## src/rtl/wm_input_conditioner.sv

```systemverilog
// Washing-machine input conditioner: raw switch sync/debounce,
// start-request edge detect and optional door interlock FSM.
//
// Optional feature macro: WM_DOOR_INTERLOCK_EN
//   defined   : door channel + interlock FSM, door_lock driven
//   undefined : door input ignored, door_lock tied 0,
//               start pulses on every start request
//
// Parameters:
//   DEBOUNCE_CYCLES  stable cycles before a debounced change
//   LOCK_SETTLE      lock hold time before the start pulse
//   UNLOCK_DELAY     lock hold time after the cycle ends
// Ports:
//   clk, rst          clock, sync active-high reset
//   start_btn_raw     raw start button (async)
//   level_sensor_raw  raw water-level-full switch (async)
//   drain_sensor_raw  raw drain-empty switch (async)
//   door_closed_raw   raw door-closed switch (async)
//   machine_idle      controller idle (IDLE/END)
//   start             one-cycle start pulse
//   water_level_full  debounced level
//   drain_empty       debounced drain
//   door_lock         door solenoid, 1 = locked

module wm_input_conditioner #(
  parameter int DEBOUNCE_CYCLES = 16,
  parameter int LOCK_SETTLE     = 8,
  parameter int UNLOCK_DELAY    = 32
) (
  input  logic clk,
  input  logic rst,
  input  logic start_btn_raw,
  input  logic level_sensor_raw,
  input  logic drain_sensor_raw,
  input  logic door_closed_raw,
  input  logic machine_idle,
  output logic start,
  output logic water_level_full,
  output logic drain_empty,
  output logic door_lock
);

  localparam int DW = $clog2(DEBOUNCE_CYCLES + 1);
  localparam logic [DW-1:0] DB_MAX = DW'(DEBOUNCE_CYCLES);

  // channel map: 0 start, 1 level, 2 drain, 3 door
`ifdef WM_DOOR_INTERLOCK_EN
  localparam int NCH = 4;
`else
  localparam int NCH = 3;
`endif

  logic [NCH-1:0] w_raw;
  logic [NCH-1:0] r_sync1;
  logic [NCH-1:0] r_sync2;
  logic [NCH-1:0] r_deb;
  logic [DW-1:0]  r_cnt [NCH];
  logic           r_start_q;
  logic           w_start_req;

  assign w_raw[0] = start_btn_raw;
  assign w_raw[1] = level_sensor_raw;
  assign w_raw[2] = drain_sensor_raw;
`ifdef WM_DOOR_INTERLOCK_EN
  assign w_raw[3] = door_closed_raw;
`endif

  // The debounced value changes on the edge after the
  // counter has already reached DB_MAX, giving a total
  // latency of 2 + DEBOUNCE_CYCLES from the raw edge.
  always_ff @(posedge clk) begin
    if (rst) begin
      r_sync1   <= '0;
      r_sync2   <= '0;
      r_deb     <= '0;
      r_start_q <= 1'b0;
      for (int i = 0; i < NCH; i++) begin
        r_cnt[i] <= '0;
      end
    end else begin
      r_sync1   <= w_raw;
      r_sync2   <= r_sync1;
      r_start_q <= r_deb[0];
      for (int i = 0; i < NCH; i++) begin
        if (r_sync2[i] == r_deb[i]) begin
          r_cnt[i] <= '0;
        end else if (r_cnt[i] == DB_MAX) begin
          r_deb[i] <= r_sync2[i];
          r_cnt[i] <= '0;
        end else begin
          r_cnt[i] <= r_cnt[i] + 1'b1;
        end
      end
    end
  end

  // rising edge only, so a held button never repeats
  assign w_start_req = r_deb[0] & ~r_start_q;

  assign water_level_full = r_deb[1];
  assign drain_empty      = r_deb[2];

`ifdef WM_DOOR_INTERLOCK_EN

  typedef enum logic [1:0] {
    UNLOCKED = 2'd0,
    LOCKING  = 2'd1,
    LOCKED   = 2'd2,
    RELEASE  = 2'd3
  } state_t;

  localparam int CNT_MAX = (LOCK_SETTLE > UNLOCK_DELAY) ?
                           LOCK_SETTLE : UNLOCK_DELAY;
  localparam int CW = $clog2(CNT_MAX + 1);
  localparam logic [CW-1:0] SETTLE_LAST = CW'(LOCK_SETTLE - 1);
  localparam logic [CW-1:0] DELAY_LAST  = CW'(UNLOCK_DELAY - 1);

  state_t        r_state;
  state_t        w_state_nxt;
  logic [CW-1:0] r_tcnt;
  logic [CW-1:0] w_tcnt_nxt;
  logic          r_seen_busy;
  logic          w_seen_nxt;
  logic          r_start;
  logic          w_start_nxt;
  logic          r_lock;
  logic          w_door;

  assign w_door = r_deb[3];

  always_comb begin
    w_state_nxt = r_state;
    w_tcnt_nxt  = r_tcnt;
    w_seen_nxt  = r_seen_busy;
    w_start_nxt = 1'b0;
    case (r_state)
      UNLOCKED: begin
        w_tcnt_nxt = '0;
        w_seen_nxt = 1'b0;
        // request with door open is dropped, not held
        if (w_start_req && w_door) begin
          w_state_nxt = LOCKING;
        end
      end
      LOCKING: begin
        if (!w_door) begin
          w_state_nxt = UNLOCKED;
          w_tcnt_nxt  = '0;
        end else if (r_tcnt == SETTLE_LAST) begin
          w_state_nxt = LOCKED;
          w_tcnt_nxt  = '0;
          w_seen_nxt  = 1'b0;
          w_start_nxt = 1'b1;
        end else begin
          w_tcnt_nxt = r_tcnt + 1'b1;
        end
      end
      LOCKED: begin
        // leave only after the controller has been busy
        if (!machine_idle) begin
          w_seen_nxt = 1'b1;
        end else if (r_seen_busy) begin
          w_state_nxt = RELEASE;
          w_tcnt_nxt  = '0;
        end
      end
      RELEASE: begin
        if (r_tcnt == DELAY_LAST) begin
          w_state_nxt = UNLOCKED;
          w_tcnt_nxt  = '0;
        end else begin
          w_tcnt_nxt = r_tcnt + 1'b1;
        end
      end
      default: begin
        w_state_nxt = UNLOCKED;
        w_tcnt_nxt  = '0;
        w_seen_nxt  = 1'b0;
      end
    endcase
  end

  always_ff @(posedge clk) begin
    if (rst) begin
      r_state     <= UNLOCKED;
      r_tcnt      <= '0;
      r_seen_busy <= 1'b0;
      r_start     <= 1'b0;
      r_lock      <= 1'b0;
    end else begin
      r_state     <= w_state_nxt;
      r_tcnt      <= w_tcnt_nxt;
      r_seen_busy <= w_seen_nxt;
      r_start     <= w_start_nxt;
      r_lock      <= (w_state_nxt != UNLOCKED);
    end
  end

  assign start     = r_start;
  assign door_lock = r_lock;

`else

  logic r_start;
  logic w_unused;

  assign w_unused = ^{door_closed_raw, machine_idle,
                      32'(LOCK_SETTLE), 32'(UNLOCK_DELAY)};

  always_ff @(posedge clk) begin
    if (rst) begin
      r_start <= 1'b0;
    end else begin
      r_start <= w_start_req;
    end
  end

  assign start     = r_start;
  assign door_lock = 1'b0;

`endif

endmodule

```

## config.mk

```make
export PLATFORM = sky130hd
export DESIGN_NAME = wm_input_conditioner
export DESIGN_NICKNAME = d
export VERILOG_FILES = /design/src/rtl/wm_input_conditioner.sv
export SDC_FILE = /design/constraint.sdc
export NUM_CORES = 1
export LEC_CHECK = 0
export ABC_CLOCK_PERIOD_IN_PS = 4200
export BUFFER_PORTS_ARGS = -buffer_cell sky130_fd_sc_hd__clkbuf_2
export CAP_MARGIN = 15
export CORE_MARGIN = 4
export CORE_UTILIZATION = 50
export DETAILED_ROUTE_END_ITERATION = 7
export PLACE_DENSITY = 0.69
export SLEW_MARGIN = 25
export SYNTH_ARGS = -nofsm -noshare
export SYNTH_HDL_FRONTEND = slang
export SYNTH_SLANG_ARGS = --single-unit
```

## constraint.sdc

```tcl
create_clock -name clk -period 4.2 [get_ports clk]
set_clock_uncertainty 0.05 [all_clocks]
set_input_delay 1.05 -clock clk [delete_from_list [all_inputs] [get_ports clk]]
set_output_delay 1.05 -clock clk [all_outputs]
set_load 0.005 [all_outputs]
```

==> flow_metrics.py <==
metrics = {
    "logic_synthesis": {
        "avgSynthCellArea_um2": 11.94,
        "synth-seq-cells": 26,
        "ys_seq_area_share_pct": 57.33,
        "netlist_area_um2": 1170,
        "yosys_warnings": 0,
        "yosysUniqueCellTypes": 20,
        "synthCells": 98,
    },
    "layout": {
        "antenna-diode-count": 0,
        "areaGrowthSynthToFinish_pct": 13.58,
        "drive_above_1_share_pct": 14.88,
        "finalNetCount": 135,
    },
    "cts": {
        "cts_resized": 0,
        "path_clk_slew_ps": 140,
        "root_buffer": "clkbuf_4",
        "numCtsBuffers": 3,
        "cts_setup_buffers": 0,
        "clkSinkCount": 26,
        "cts_hold_buf": 0,
        "clock_latency_ps": 320,
        "cts_max_level": 1,
        "cts_tree": "yes",
        "cts_buffer_depth": 2,
    },
    "placed_design": {
        "portBuffers": 7,
        "dp_slack_ps": 2119,
        "gp_congestion": 0.6925,
        "hpwl_mm": 1.209,
    },
    "setup_path": {
        "r2r_start": "r_cnt[0][0]",
        "crit_slowest_cell": "dfxtp_1",
        "worstSetupPathType": "flip-flop to output pin",
        "worstReg2RegEnd": "r_cnt[0][4]",
        "cpPeakStageDelay_ps": 390,
        "cp-start-kind": "flip-flop",
        "worst-path-max-fanout": 3,
        "rr_worst_depth": 5,
        "r2r_slack_ps": 2520,
        "worstPathRequired_ps": 3100,
        "timing.critical_path.from": "r_deb[1]",
        "cp_cell_sequence": "clkbuf_2",
        "cp-end-kind": "output pin",
        "path_buf_inv": 1,
        "cp_top_family": "flip-flops",
        "arrival_ps": 840,
    },
    "timing": {
        "period_needed_ps": 1937,
        "drv_slew": 0,
        "hold_ws_ps": 345.1,
        "fin_tns_setup_ps": 0,
        "layout_setup_ws_ps": 2263,
        "hold_viol": 0,
        "fmax_mhz": 516.4,
        "rsz0062_at_grt": "false",
        "finalSetupViolCount": 0,
        "finalCritPeriodShare_pct": 46.11,
    },
    "pwr": {
        "p_switching_w": 0.00009424,
        "power_frac_comb_pct": 5.6,
        "cell_internal_pwr_w": 0.0003636,
        "ir_drop_v": 0.0002556,
        "clkPwrFrac_pct": 32.0,
        "p_leak_nw": 0.5699,
        "power_density_nw_per_um2": 344.6,
        "power_frac_seq_pct": 62.4,
        "p_total_w": 0.0004579,
        "netSwitchingFraction_pct": 20.58,
    },
    "global_route": {
        "grt_antenna_before_repair": 0,
        "overflow": 0,
        "grt_max_degree": 16,
        "grt_pass1_wl_mm": 2.760,
        "grt_pass1_vias": 656,
        "grtUsageTotal_pct": 11.40,
    },
    "min_path": {
        "hold_path_class": "flip-flop to flip-flop",
        "hold_depth": 1,
        "min-delay-start": "r_start_q",
        "hold_end": "start",
    },
    "detailed_routing": {
        "drc": 0,
        "first_pass_iters": 4,
        "vias": 664,
        "routed_via_density": 4.456,
        "routed_wirelength_mm": 1.547,
        "ant_nets": 0,
        "wl_per_cell_um": 10.38,
        "initialDrtViolationCount": 8,
    },
    "floorplan": {
        "core_area_um2": 2212,
        "die_h_um": 56.37,
        "start_util_pct": 52.88,
        "rows": 17,
        "die_area_um2": 3178,
        "die_w_um": 56.37,
        "num_io_pins": 11,
    },
    "status": {
        "status": "finished, final reports clean",
    },
    "job": {
        "maxCapViolCount": 0,
    },
}
==> metal layers <==
layer	track usage [%]	vias to the layer above	routed length [um]
li1	-	350	-
met1	12.99	303	686
met2	20.03	7	785
met3	2.759	4	48
met4	5.085	0	27
met5	0	-	0
==> state kept, by name, summed over array words and instances (netlist names) <==
signal	flops
r_cnt	15
r_start_q	1
r_sync2	3
r_deb	3
r_sync1	3
start	1
==> worst max-delay path by stage <==
stage | to | slack (ps) | depth (start not counted)
after floorplan | r_cnt[0][3] | 2410 | 2
after global placement | r_cnt[0][4] | 2150 | 3
after detailed placement | r_cnt[0][4] | 2120 | 3
after CTS | drain_empty | 2250 | 1
after global routing | drain_empty | 2190 | 1
final | water_level_full | 2260 | 1
==> placed cells by master, fill, tap and decap left out <==
cell type  instances
dfxtp_1           11
nor2b_1            8
xor2_1             6
ha_1               6
nand3_1            6
inv_1              9
xnor2_1            6
nor2_1            11
nor2_2             5
or3b_4             1
nor4bb_1           1
clkbuf_2           7
clkbuf_4           3
clkbuf_16          1
or3_4              1
conb_1            16
and4bb_1           2
or3b_1             1
mux2i_1            3
and3b_1            2
edfxtp_1          15
==> cell type report <==
class | count | area, um2
inverter | 9 | 33.78
timing repair buffer | 7 | 35.03
sequential | 26 | 670.6
tap | 28 | 35.03
multi-input combinational | 75 | 506.7
fill | 204 | 883.3
clock buffer | 4 | 47.55
==> cell usage after synthesis, drive strengths merged <==
cell type  count  area, um2
and4bb         2      25.02
nor2          16      72.57
or3b           2      20.02
inv            9      33.78
edfxtp        15      450.4
nor2b          8      50.05
xnor2          6      52.55
buf            1      7.510
or3            1      11.26
xor2           6      52.55
conb           2      7.510
and3b          2      17.52
nor4bb         1      10.01
dfxtp         11      220.2
nand3          6      30.03
ha             6      75.07
clkbuf         1      3.750
mux2i          3      30.03
==> per-stage QoR <==
step | std cells | utilization [%] | area (um2)
floorplan | 112 | - | 1222
global placement | 145 | 57.92 | 1281
detailed placement | 145 | 57.92 | 1281
CTS | 149 | 60.07 | 1329
global route | 149 | 60.07 | 1329
finish | 149 | 60.07 | 1329
==> kinds of logic after synthesis <==
kind of cell / count (synthesis) / synth area share, %
flip-flops: 26 / 57.33
XOR/XNOR: 12 / 8.984
multiplexers: 3 / 2.567
other: 2 / 0.6420
AND/OR/NAND/NOR: 38 / 20.21
buffers and inverters: 11 / 3.850
adder cells (fa/ha/maj): 6 / 6.417
==> power groups by stage <==
stage / logic (W) / clock network (W) / registers (W)
6_report: 0.0000256 / 0.000147 / 0.000286
5_1_grt: 0.0000299 / 0.000160 / 0.000288
4_1_cts: 0.0000258 / 0.000149 / 0.000286
3_5_place_dp: 0.0000256 / 0 / 0.000292
3_3_place_gp: 0.0000243 / 0 / 0.000291
2_1_floorplan: 0.0000206 / 0 / 0.000290
==> worst register-to-register path, delay by kind of cell (launching register included) <==
family	cells	cell delay (ps)
flops	1	450
fa+ha+maj	1	150
simple gates	3	720
buf+inv	1	80
(Power assumes the default switching activity.)
